$ cat src/rtl/alu_share_arbiter_pkg.sv
// Shared definitions for the ALU sharing arbiter.
// Contents:
//   - ALU opcode constants: ALU_AND, ALU_OR, ALU_ADD, ALU_SUB, ALU_SLT.
//   - Sequencer state encoding: S_IDLE, S_EXEC, S_RESP.
package alu_share_arbiter_pkg;

    localparam logic [3:0] ALU_AND = 4'b0000;
    localparam logic [3:0] ALU_OR  = 4'b0001;
    localparam logic [3:0] ALU_ADD = 4'b0010;
    localparam logic [3:0] ALU_SUB = 4'b0110;
    localparam logic [3:0] ALU_SLT = 4'b1000;

    typedef enum logic [1:0] {
        S_IDLE = 2'd0,
        S_EXEC = 2'd1,
        S_RESP = 2'd2
    } state_t;

endpackage

$ cat src/rtl/alu_share_arbiter_if.sv
// Bus bundle for the ALU sharing arbiter.
// Signals:
//   - Two request channels (reqN_*): valid/ready plus opcode, operands,
//     immediate and source select.
//   - One response channel (rsp_*): valid/ready plus requester id, data,
//     zero flag and illegal-opcode error.
// Modports:
//   - master: requesters and response consumer.
//   - slave: the arbiter.
interface alu_share_arbiter_if #(
    parameter int DATA_W = 32,
    parameter int OP_W   = 4
);
    logic              req0_valid;
    logic              req0_ready;
    logic [OP_W-1:0]   req0_op;
    logic [DATA_W-1:0] req0_a;
    logic [DATA_W-1:0] req0_b;
    logic [DATA_W-1:0] req0_imm;
    logic              req0_alusrc;

    logic              req1_valid;
    logic              req1_ready;
    logic [OP_W-1:0]   req1_op;
    logic [DATA_W-1:0] req1_a;
    logic [DATA_W-1:0] req1_b;
    logic [DATA_W-1:0] req1_imm;
    logic              req1_alusrc;

    logic              rsp_valid;
    logic              rsp_ready;
    logic              rsp_id;
    logic [DATA_W-1:0] rsp_data;
    logic              rsp_zero;
    logic              rsp_err;

    modport master (
        output req0_valid, req0_op, req0_a, req0_b, req0_imm, req0_alusrc,
        output req1_valid, req1_op, req1_a, req1_b, req1_imm, req1_alusrc,
        output rsp_ready,
        input  req0_ready, req1_ready,
        input  rsp_valid, rsp_id, rsp_data, rsp_zero, rsp_err
    );

    modport slave (
        input  req0_valid, req0_op, req0_a, req0_b, req0_imm, req0_alusrc,
        input  req1_valid, req1_op, req1_a, req1_b, req1_imm, req1_alusrc,
        input  rsp_ready,
        output req0_ready, req1_ready,
        output rsp_valid, rsp_id, rsp_data, rsp_zero, rsp_err
    );

endinterface

$ cat src/rtl/alu_share_arbiter_alu.sv
// Combinational ALU shared by both requesters.
// Ports:
//   - alucontrol: opcode.
//   - in1, in2: operands.
//   - inimm: immediate.
//   - alusrc: 1 selects inimm as the second operand.
//   - out: result.
//   - zero: high when out is zero.
// Unknown opcodes produce zero; the arbiter screens them separately.
module alu
    import alu_share_arbiter_pkg::*;
#(
    parameter int DATA_W = 32,
    parameter int OP_W   = 4
) (
    input  logic [OP_W-1:0]   alucontrol,
    input  logic [DATA_W-1:0] in1,
    input  logic [DATA_W-1:0] in2,
    input  logic [DATA_W-1:0] inimm,
    input  logic              alusrc,
    output logic [DATA_W-1:0] out,
    output logic              zero
);

    logic [DATA_W-1:0] opb;

    always_comb begin
        opb = alusrc ? inimm : in2;
        out = '0;
        case (alucontrol)
            ALU_AND: out = in1 & opb;
            ALU_OR:  out = in1 | opb;
            ALU_ADD: out = in1 + opb;
            ALU_SUB: out = in1 - opb;
            ALU_SLT: out = {{(DATA_W-1){1'b0}}, ($signed(in1) < $signed(opb))};
            default: out = '0;
        endcase
        zero = (out == '0);
    end

endmodule

$ cat src/rtl/alu_share_arbiter.sv
// Round-robin arbiter sharing one ALU between two requesters.
// Ports:
//   - clk: rising-edge clock.
//   - reset: synchronous, active-high.
//   - bus: request and response channels (slave side).
// Each accepted request is latched, executed in a single EXEC cycle, then
// held in RESP until the consumer accepts it. Only one op is ever in flight.
module alu_share_arbiter
    import alu_share_arbiter_pkg::*;
#(
    parameter int DATA_W = 32,
    parameter int OP_W   = 4
) (
    input  logic            clk,
    input  logic            reset,
    alu_share_arbiter_if.slave bus
);

    state_t            state;
    state_t            next_state;
    logic              rr_ptr;
    logic              grant_any;
    logic              grant_id;

    logic [OP_W-1:0]   op_q;
    logic [DATA_W-1:0] a_q;
    logic [DATA_W-1:0] b_q;
    logic [DATA_W-1:0] imm_q;
    logic              alusrc_q;
    logic              id_q;

    logic [DATA_W-1:0] alu_out;
    logic              alu_zero;

    function automatic logic is_legal(input logic [OP_W-1:0] op);
        case (op)
            ALU_AND, ALU_OR, ALU_ADD, ALU_SUB, ALU_SLT: is_legal = 1'b1;
            default:                                    is_legal = 1'b0;
        endcase
    endfunction

    // The ALU only ever sees the operand registers, so requester inputs are
    // free to change outside the handshake cycle.
    alu #(.DATA_W(DATA_W), .OP_W(OP_W)) u_alu (
        .alucontrol (op_q),
        .in1        (a_q),
        .in2        (b_q),
        .inimm      (imm_q),
        .alusrc     (alusrc_q),
        .out        (alu_out),
        .zero       (alu_zero)
    );

    // Grant only in IDLE and never while reset is asserted; under contention
    // rr_ptr names the requester whose turn it is.
    always_comb begin
        grant_any = 1'b0;
        grant_id  = 1'b0;
        if (state == S_IDLE && !reset) begin
            if (bus.req0_valid && bus.req1_valid) begin
                grant_any = 1'b1;
                grant_id  = rr_ptr;
            end else if (bus.req0_valid) begin
                grant_any = 1'b1;
                grant_id  = 1'b0;
            end else if (bus.req1_valid) begin
                grant_any = 1'b1;
                grant_id  = 1'b1;
            end
        end
        bus.req0_ready = grant_any & ~grant_id;
        bus.req1_ready = grant_any &  grant_id;
    end

    // Next-state logic; rsp_valid is simply "in RESP".
    always_comb begin
        next_state    = state;
        bus.rsp_valid = (state == S_RESP);
        case (state)
            S_IDLE:  if (grant_any) next_state = S_EXEC;
            S_EXEC:  next_state = S_RESP;
            S_RESP:  if (bus.rsp_ready) next_state = S_IDLE;
            default: next_state = S_IDLE;
        endcase
    end

    always_ff @(posedge clk) begin
        if (reset) begin
            state  <= S_IDLE;
            rr_ptr <= 1'b0;
        end else begin
            state <= next_state;
            if (grant_any) begin
                rr_ptr <= ~grant_id;
            end
        end
    end

    // Operand capture on the handshake edge from whichever side was granted.
    always_ff @(posedge clk) begin
        if (reset) begin
            op_q     <= '0;
            a_q      <= '0;
            b_q      <= '0;
            imm_q    <= '0;
            alusrc_q <= 1'b0;
            id_q     <= 1'b0;
        end else if (grant_any) begin
            op_q     <= grant_id ? bus.req1_op     : bus.req0_op;
            a_q      <= grant_id ? bus.req1_a      : bus.req0_a;
            b_q      <= grant_id ? bus.req1_b      : bus.req0_b;
            imm_q    <= grant_id ? bus.req1_imm    : bus.req0_imm;
            alusrc_q <= grant_id ? bus.req1_alusrc : bus.req0_alusrc;
            id_q     <= grant_id;
        end
    end

    // Result capture at the end of EXEC; illegal opcodes report an error and
    // suppress whatever the ALU produced. Held untouched through RESP.
    always_ff @(posedge clk) begin
        if (reset) begin
            bus.rsp_id   <= 1'b0;
            bus.rsp_data <= '0;
            bus.rsp_zero <= 1'b0;
            bus.rsp_err  <= 1'b0;
        end else if (state == S_EXEC) begin
            bus.rsp_id <= id_q;
            if (is_legal(op_q)) begin
                bus.rsp_data <= alu_out;
                bus.rsp_zero <= alu_zero;
                bus.rsp_err  <= 1'b0;
            end else begin
                bus.rsp_data <= '0;
                bus.rsp_zero <= 1'b0;
                bus.rsp_err  <= 1'b1;
            end
        end
    end

endmodule

$ cat src/flat_wrapper.sv
// flat-port wrapper written by rule: the top's interface ports become plain ports
module alu_share_arbiter_flat import alu_share_arbiter_pkg::*;
#(
    parameter int DATA_W = 32,
    parameter int OP_W   = 4
)
  (clk, reset, bus_req0_valid, bus_req0_op, bus_req0_a, bus_req0_b, bus_req0_imm, bus_req0_alusrc, bus_req1_valid, bus_req1_op, bus_req1_a, bus_req1_b, bus_req1_imm, bus_req1_alusrc, bus_rsp_ready, bus_req0_ready, bus_req1_ready, bus_rsp_valid, bus_rsp_id, bus_rsp_data, bus_rsp_zero, bus_rsp_err);
  alu_share_arbiter_if #(.DATA_W(DATA_W), .OP_W(OP_W)) bus_i ();
  input  logic clk;
  input  logic reset;
  input wire logic [$bits(bus_i.req0_valid)-1:0] bus_req0_valid;
  input wire logic [$bits(bus_i.req0_op)-1:0] bus_req0_op;
  input wire logic [$bits(bus_i.req0_a)-1:0] bus_req0_a;
  input wire logic [$bits(bus_i.req0_b)-1:0] bus_req0_b;
  input wire logic [$bits(bus_i.req0_imm)-1:0] bus_req0_imm;
  input wire logic [$bits(bus_i.req0_alusrc)-1:0] bus_req0_alusrc;
  input wire logic [$bits(bus_i.req1_valid)-1:0] bus_req1_valid;
  input wire logic [$bits(bus_i.req1_op)-1:0] bus_req1_op;
  input wire logic [$bits(bus_i.req1_a)-1:0] bus_req1_a;
  input wire logic [$bits(bus_i.req1_b)-1:0] bus_req1_b;
  input wire logic [$bits(bus_i.req1_imm)-1:0] bus_req1_imm;
  input wire logic [$bits(bus_i.req1_alusrc)-1:0] bus_req1_alusrc;
  input wire logic [$bits(bus_i.rsp_ready)-1:0] bus_rsp_ready;
  output wire logic [$bits(bus_i.req0_ready)-1:0] bus_req0_ready;
  output wire logic [$bits(bus_i.req1_ready)-1:0] bus_req1_ready;
  output wire logic [$bits(bus_i.rsp_valid)-1:0] bus_rsp_valid;
  output wire logic [$bits(bus_i.rsp_id)-1:0] bus_rsp_id;
  output wire logic [$bits(bus_i.rsp_data)-1:0] bus_rsp_data;
  output wire logic [$bits(bus_i.rsp_zero)-1:0] bus_rsp_zero;
  output wire logic [$bits(bus_i.rsp_err)-1:0] bus_rsp_err;
  assign bus_i.req0_valid = bus_req0_valid;
  assign bus_i.req0_op = bus_req0_op;
  assign bus_i.req0_a = bus_req0_a;
  assign bus_i.req0_b = bus_req0_b;
  assign bus_i.req0_imm = bus_req0_imm;
  assign bus_i.req0_alusrc = bus_req0_alusrc;
  assign bus_i.req1_valid = bus_req1_valid;
  assign bus_i.req1_op = bus_req1_op;
  assign bus_i.req1_a = bus_req1_a;
  assign bus_i.req1_b = bus_req1_b;
  assign bus_i.req1_imm = bus_req1_imm;
  assign bus_i.req1_alusrc = bus_req1_alusrc;
  assign bus_i.rsp_ready = bus_rsp_ready;
  assign bus_req0_ready = bus_i.req0_ready;
  assign bus_req1_ready = bus_i.req1_ready;
  assign bus_rsp_valid = bus_i.rsp_valid;
  assign bus_rsp_id = bus_i.rsp_id;
  assign bus_rsp_data = bus_i.rsp_data;
  assign bus_rsp_zero = bus_i.rsp_zero;
  assign bus_rsp_err = bus_i.rsp_err;
  alu_share_arbiter #(.DATA_W(DATA_W), .OP_W(OP_W)) u_core (.clk(clk), .reset(reset), .bus(bus_i));
endmodule
$ cat config.mk
export PLATFORM = sky130hd
export DESIGN_NAME = alu_share_arbiter_flat
export DESIGN_NICKNAME = d
export VERILOG_FILES = /design/src/rtl/alu_share_arbiter_pkg.sv /design/src/rtl/alu_share_arbiter_if.sv /design/src/rtl/alu_share_arbiter_alu.sv /design/src/rtl/alu_share_arbiter.sv /design/src/flat_wrapper.sv
export SDC_FILE = /design/constraint.sdc
export NUM_CORES = 1
export LEC_CHECK = 0
export ABC_CLOCK_PERIOD_IN_PS = 10300
export CAP_MARGIN = 10
export CORE_ASPECT_RATIO = 2
export CORE_MARGIN = 2
export CORE_UTILIZATION = 55
export DETAILED_ROUTE_END_ITERATION = 6
export GPL_TIMING_DRIVEN = 0
export PLACE_DENSITY_LB_ADDON = 0.2
export SLEW_MARGIN = 10
export SYNTH_ARGS = -nofsm -noshare
export SYNTH_HDL_FRONTEND = slang
export SYNTH_SLANG_ARGS = --single-unit
$ cat constraint.sdc
create_clock -name clk -period 10.3 [get_ports clk]
set_input_delay 1.03 -clock clk [delete_from_list [all_inputs] [get_ports clk]]
set_output_delay 1.03 -clock clk [all_outputs]
set_load 0.05 [all_outputs]
==> flow_metrics.env, run 1 <==
export IMPL_tightest_slew_ps=1220
export IMPL_finClkSkew_ps=10.1
export IMPL_grt_max_degree=17
export IMPL_reg2reg_depth=15
export IMPL_fp_dieH_um=203
export IMPL_synth_warnings=0
export IMPL_post_drt_wl_per_cell_um=26.1
export IMPL_final_cell_mix="clkdlybuf4s50_1 (243), a21oi_1 (183), nand2_1 (165)"
export IMPL_clk_latency_ps=480
export IMPL_crit_fanout=10
export IMPL_worst_ep_required_time_ps=10690
export IMPL_crit_path_end_kind="flop"
export IMPL_io_buffers=243
export IMPL_cts_post_setup_buffers_inserted=0
export IMPL_vias=13200
export IMPL_syn_inst=1454
export IMPL_seqCellArea_um2=2800
export IMPL_clk_pin_slew_ps=70
export IMPL_r2r_slack_ps=3690
export IMPL_gp_congestion=1.07
export IMPL_holdPathEnd="u_core.bus.rsp_data[0]$_SDFFE_PP0N_"
export IMPL_synth_edf_count=0
export IMPL_ys_flop_type="dfxtp_1"
export IMPL_tns_ps=0
export IMPL_timing_fmax_ghz=0.151
export IMPL_crit_arrival_ps=7000
export IMPL_multi_input_area_um2=7230
export IMPL_syn_num_nets=1762
export IMPL_final_util=0.736
export IMPL_status="finished, violations left"
export IMPL_drive_gt1_frac=0.0341
export IMPL_cts_tree="built"
export IMPL_cts_sinks=140
export IMPL_rr_startpoint="u_core.alusrc_q$_SDFFE_PP0P_"
export IMPL_hold_depth=2
export IMPL_criticalPathCategory="reg -> reg"
export IMPL_dieArea_um2=21000
export IMPL_startpoint_type="flop"
export IMPL_die_w_um=103
export IMPL_final_common_cell="clkdlybuf4s50_1"
export IMPL_async_reset_ff_frac=0
export IMPL_avgSynthCellArea_um2=7.48
export IMPL_vdd_drop_max_uv=152
export IMPL_hp_start="u_core.bus.rsp_data[0]$_SDFFE_PP0N_"
export IMPL_vias_per_cell=6.61
export IMPL_wirelength_mm=51.9
export IMPL_start_util=0.561
export IMPL_synth_seq_area_share=0.258
export IMPL_fillers=1409
export IMPL_ctsRootBufferMaster="clkbuf_16"
export IMPL_synth_seq_cells=140
export IMPL_post_cts_resize_count=0
export IMPL_hold_violations=0
export IMPL_drv_slew=0
export IMPL_core_area_um2=19400
export IMPL_grt_pass1_vias=13700
export IMPL_num_rows=72
export IMPL_period_share=0.642
export IMPL_hp_class="reg -> reg"
export IMPL_firstDrtPassIters=7
export IMPL_io_pins=245
export IMPL_htree_levels=4
export IMPL_cap_violations=0
export IMPL_drtIter0Drc=1378
export IMPL_power_leakage_nw=5.49
export IMPL_dp_hpwl_mm=39.1
export IMPL_p_per_area_nw_per_um2=153
export IMPL_timing_rr_end="u_core.bus.rsp_zero$_SDFFE_PP0N_"
export IMPL_cts_inserted_buffers=17
export IMPL_area_delta_synth_final_pct=31.1
export IMPL_synth_cell_types=76
export IMPL_syn_area_um2=10900
export IMPL_antenna_found_initial=3
export IMPL_clk_path_buf_depth=2
export IMPL_grt_pass1_wl_mm=77.2
export IMPL_grt_overflow_total=0
export IMPL_drcViolationCount=12
export IMPL_rsz0062_at_grt="false"
export IMPL_period_minus_slack_ps=6610
export IMPL_cts_hold_buffers=0
export IMPL_holdWs_ps=466
export IMPL_ant_nets=0
export IMPL_track_usage=0.500
export IMPL_max_slew_margin=0.185
export IMPL_violations="DRC"
export IMPL_final_nets=2024
export IMPL_setup_violations=0
==> cell type report <==
| class | instances | area share |
|---|---|---|
| Antenna cell | 1 | 0.000176 |
| Buffer | 99 | 0.0273 |
| Clock inverter | 12 | 0.0105 |
| Clock buffer | 20 | 0.0321 |
| Inverter | 123 | 0.0324 |
| Sequential cell | 140 | 0.197 |
| Tap cell | 259 | 0.0227 |
| Timing Repair Buffer | 243 | 0.171 |
| Multi-Input combinational cell | 1092 | 0.507 |
==> sequential cells by signal (all words and copies together), names as in the netlist <==
| name | count |
|---|---|
| u_core.rr_ptr | 1 |
| u_core.bus.rsp_data | 32 |
| u_core.b_q | 32 |
| u_core.id_q | 1 |
| u_core.a_q | 32 |
| u_core.bus.rsp_id | 1 |
| u_core.op_q | 4 |
| u_core.imm_q | 32 |
| u_core.state | 2 |
| u_core.bus.rsp_zero | 1 |
| u_core.alusrc_q | 1 |
| u_core.bus.rsp_err | 1 |
==> how the worst max path moves through the flow <==
| stage | depth (start not counted) | to | from | slack, ps |
|---|---|---|---|---|
| floorplan | 15 | u_core.bus.rsp_zero$_SDFFE_PP0N_ | u_core.alusrc_q$_SDFFE_PP0P_ | 6080 |
| global placement | 16 | u_core.bus.rsp_zero$_SDFFE_PP0N_ | u_core.alusrc_q$_SDFFE_PP0P_ | 4270 |
| detailed placement | 16 | u_core.bus.rsp_zero$_SDFFE_PP0N_ | u_core.alusrc_q$_SDFFE_PP0P_ | 4300 |
| CTS | 16 | u_core.bus.rsp_zero$_SDFFE_PP0N_ | u_core.alusrc_q$_SDFFE_PP0P_ | 4230 |
| global route | 15 | u_core.bus.rsp_zero$_SDFFE_PP0N_ | u_core.alusrc_q$_SDFFE_PP0P_ | 3610 |
| finish | 15 | u_core.bus.rsp_zero$_SDFFE_PP0N_ | u_core.alusrc_q$_SDFFE_PP0P_ | 3690 |
==> metal layers <==
metal  vias to the layer above  part of all wire  global-route usage
li1                       5745                 -                   -
met1                      6073              0.30               0.464
met2                       955              0.48               0.795
met3                       381              0.10               0.200
met4                         2              0.12               0.479
met5                         -           0.00023                   0
==> per-stage QoR <==
step | cell area, um2 | std cells | worst slack, ps | power [mW]
2_1_floorplan | 10900 | 1454 | 6080 | 1.15
6_report | 14200 | 1989 | 3690 | 2.18
3_5_place_dp | 13600 | 1956 | 4300 | 1.48
5_1_grt | 14200 | 1989 | 3610 | 2.24
4_1_cts | 14200 | 1988 | 4230 | 2.12
3_3_place_gp | 13600 | 1956 | 4270 | 1.45
==> power by group <==
part | total (mW) | switching, mW | internal, mW | leakage (nW)
clock network | 0.660 | 0.284 | 0.375 | 0.295
registers | 0.627 | 0.0390 | 0.588 | 1.15
logic | 0.891 | 0.577 | 0.314 | 4.05
total | 2.18 | 0.901 | 1.28 | 5.49
==> cell families (layout without fill, tap and decap cells) <==
kind of cell	after synthesis	count (layout)	synth area share
AO/OA/AOI/OAI	484	484	0.292
AND/OR/NAND/NOR	418	418	0.175
buffers and inverters	222	497	0.0783
flip-flops	140	140	0.258
adder cells (fa/ha/maj)	101	101	0.118
multiplexers	64	64	0.0594
XOR/XNOR	25	25	0.0201
other	0	1	0
==> Yosys cell counts, types with 29 or more instances <==
library cell	number	area, um2
a22oi_1	112	841
ha_1	99	1240
a21oi_1	183	916
nand2_1	165	619
inv_1	119	447
nor2_1	109	409
a211oi_1	29	218
o21ai_0	45	225
mux2i_1	60	601
dfxtp_1	140	2800
nor3_1	32	160
clkbuf_1	76	285
==> critical path, cell delays in order, from the launching register on <==
cell and delay [ps]:
dfxtp_1 330, clkbuf_1 430, clkbuf_1 830, mux2i_1 460
ha_1 370, nand2b_1 180, o311ai_1 570, or4b_1 540
o2111ai_1 160, nand4_1 140, a311oi_1 780, mux2i_1 450
o2111ai_1 170, nor4_1 650, nand4_1 210, o31ai_2 240
Power figures use the tool's default switching activity.
==> run 2: changes to the inputs <==
- ABC_CLOCK_PERIOD_IN_PS: 10300 -> 6000
- CORE_UTILIZATION: 55 -> 47
- clock period: 10.3 -> 6 ns (I/O delays scaled with it)
==> run 2 against run 1 <==
Non-clock buffer count fell by 1. Largest power group unchanged. The flow still finishes with violations (DRC). Maximum frequency is 16% higher. Routed wire length is 7.1% lower. Utilization is 11 points lower. Critical path type unchanged. Critical path depth did not move. Register-to-register slack got worse by 3400 ps. Final area about the same. Clock skew grew 1.7 ps. First-iteration DRC count fell by 26%.
==> flow_metrics.env, run 2 (same netlist as run 1, synthesis figures left out) <==
export IMPL_status="finished, violations left"
export IMPL_violations="DRC"
export IMPL_crit_path_end_kind="flop"
export IMPL_dp_hpwl_mm=39.4
export IMPL_cts_inserted_buffers=17
export IMPL_p_per_area_nw_per_um2=256
export IMPL_gp_congestion=1.05
export IMPL_seqCellArea_um2=2800
export IMPL_hold_depth=2
export IMPL_holdPathEnd="u_core.bus.rsp_id$_SDFFE_PP0N_"
export IMPL_area_delta_synth_final_pct=31.1
export IMPL_clk_pin_slew_ps=70
export IMPL_cp_common_cell="nand4_1"
export IMPL_io_buffers=243
export IMPL_num_rows=78
export IMPL_cpPeakStageDelay_ps=570
export IMPL_crit_fanout=10
export IMPL_track_usage=0.387
export IMPL_clk_latency_ps=470
export IMPL_reg2reg_depth=15
export IMPL_period_share=0.954
export IMPL_crit_buf_inv=2
export IMPL_finClkSkew_ps=11.8
export IMPL_power_mw=3.65
export IMPL_firstDrtPassIters=7
export IMPL_timing_fmax_ghz=0.175
export IMPL_wirelength_mm=48.2
export IMPL_setup_violations=0
export IMPL_fp_dieH_um=219
export IMPL_fillers=2140
export IMPL_cp_slowest_cell="dfxtp_1"
export IMPL_hold_violations=0
export IMPL_worst_ep_required_time_ps=6380
export IMPL_criticalPathCategory="reg -> reg"
export IMPL_grt_pass1_wl_mm=71.7
export IMPL_crit_arrival_ps=6100
export IMPL_start_util=0.478
export IMPL_fin_cells=2007
export IMPL_rsz0062_at_grt="false"
export IMPL_vias=12300
export IMPL_tightest_slew_ps=1020
export IMPL_cts_hold_buffers=0
export IMPL_final_cell_mix="clkdlybuf4s50_1 (243), a21oi_1 (183), nand2_1 (165)"
export IMPL_grt_overflow_total=0
export IMPL_vdd_drop_max_uv=225
export IMPL_hp_start="u_core.id_q$_SDFFE_PP0P_"
export IMPL_setup_slack_ps=278
export IMPL_vias_per_cell=6.14
export IMPL_die_w_um=112
export IMPL_drive_gt1_frac=0.0359
export IMPL_crit_family="simple AND/OR/NAND/NOR gates"
export IMPL_cts_tree="built"
export IMPL_grt_pass1_vias=12700
export IMPL_core_area_um2=22700
export IMPL_htree_levels=4
export IMPL_max_slew_margin=0.319
export IMPL_grt_max_degree=17
export IMPL_ant_nets=0
export IMPL_power_leakage_nw=5.48
export IMPL_final_common_cell="clkdlybuf4s50_1"
export IMPL_period_minus_slack_ps=5720
export IMPL_drcViolationCount=5
export IMPL_cp_num_cells=15
export IMPL_pre_cts_ws_ps=-319
export IMPL_cap_violations=0
export IMPL_path_cells="buf_2, mux2i_1, ha_1, buf_1, nor4_2, nand4_1, a311oi_1, o21ai_0, a21oi_1, a31oi_1, nor4_1, nand4_1, nor4_2, nand4_1, o31ai_2"
export IMPL_num_antenna_cells=0
export IMPL_timing_rr_end="u_core.bus.rsp_zero$_SDFFE_PP0N_"
export IMPL_cts_sinks=140
export IMPL_ctsRootBufferMaster="clkbuf_16"
export IMPL_io_pins=245
export IMPL_post_drt_wl_per_cell_um=24.0
export IMPL_r2r_slack_ps=280
export IMPL_drv_slew=0
export IMPL_holdWs_ps=468
export IMPL_hp_class="reg -> reg"
export IMPL_placed_cells=1977
export IMPL_drtIter0Drc=1018
export IMPL_dieArea_um2=24400
export IMPL_rr_startpoint="u_core.alusrc_q$_SDFFE_PP0P_"
export IMPL_clk_path_buf_depth=2
export IMPL_final_nets=2023
export IMPL_startpoint_type="flop"
export IMPL_antenna_found_initial=0
export IMPL_multi_input_area_um2=7230
[run 2: changes by cell type in the layout (fill, tap and decap cells not counted), sizes merged]
cell | previous run | this run
clkinv | 4 | 3
clkbuf | 96 | 93
buf | 23 | 24
diode | 1 | 0
clkinvlp | 1 | 5
inv | 128 | 125
[run 2: metal layers]
layer	up-vias	wire length, um	global-route usage
met2	570	25400	0.728
met3	224	2410	0.0646
met1	5780	16100	0.365
met5	-	0	0
met4	0	4290	0.306
li1	5741	-	-
[run 2: worst reg2reg max path: cells and delay by family, from the launching register on]
family	cells	cell delay, ps
AOI/OAI and AO/OA	5	1680
buffers and inverters	2	710
DFF	1	570
and+or+nand+nor	6	1900
adders and majority gates	1	370
muxes	1	400
[run 2: where the power goes]
group | leakage, nW | total (mW) | switching [mW] | internal, mW
Sequential | 1.15 | 1.07 | 0.0629 | 1.01
Combinational | 4.06 | 1.49 | 0.951 | 0.537
Clock | 0.270 | 1.09 | 0.468 | 0.624
Total | 5.48 | 3.65 | 1.48 | 2.17
[run 2: metrics by stage]
step | area (um2) | util | TNS, ps
3_3_place_gp | 13700 | 0.600 | -370
6_report | 14300 | 0.627 | 0
5_1_grt | 14300 | 0.627 | 0
2_1_floorplan | 10900 | - | 0
4_1_cts | 14200 | 0.627 | 0
3_5_place_dp | 13700 | 0.601 | -319
[run 2: layout make-up]
class                   instances  area share
well taps                     280      0.0246
plain buffers                  98      0.0275
clock buffers                  19      0.0311
repair buffers                243       0.171
clock inverters                12     0.00983
multi-input cells            1092       0.507
inverters                     123      0.0324
flip-flops and latches        140       0.197
[run 2: what timing repair did]
item / in CTS / in global routing
buffers inserted: 0 / 0
gates resized for setup: 3 / 7
gates cloned: 0 / 0
endpoints found under the setup margin: 1 / 1
[run 2: worst max path at each step]
stage | startpoint | endpoint | slack, ps
global route | u_core.alusrc_q$_SDFFE_PP0P_ | u_core.bus.rsp_zero$_SDFFE_PP0N_ | 130
detailed placement | u_core.alusrc_q$_SDFFE_PP0P_ | u_core.bus.rsp_zero$_SDFFE_PP0N_ | -320
floorplan | u_core.alusrc_q$_SDFFE_PP0P_ | u_core.bus.rsp_zero$_SDFFE_PP0N_ | 1780
CTS | u_core.alusrc_q$_SDFFE_PP0P_ | u_core.bus.rsp_zero$_SDFFE_PP0N_ | 150
global placement | u_core.alusrc_q$_SDFFE_PP0P_ | u_core.bus.rsp_zero$_SDFFE_PP0N_ | -370
finish | u_core.alusrc_q$_SDFFE_PP0P_ | u_core.bus.rsp_zero$_SDFFE_PP0N_ | 280
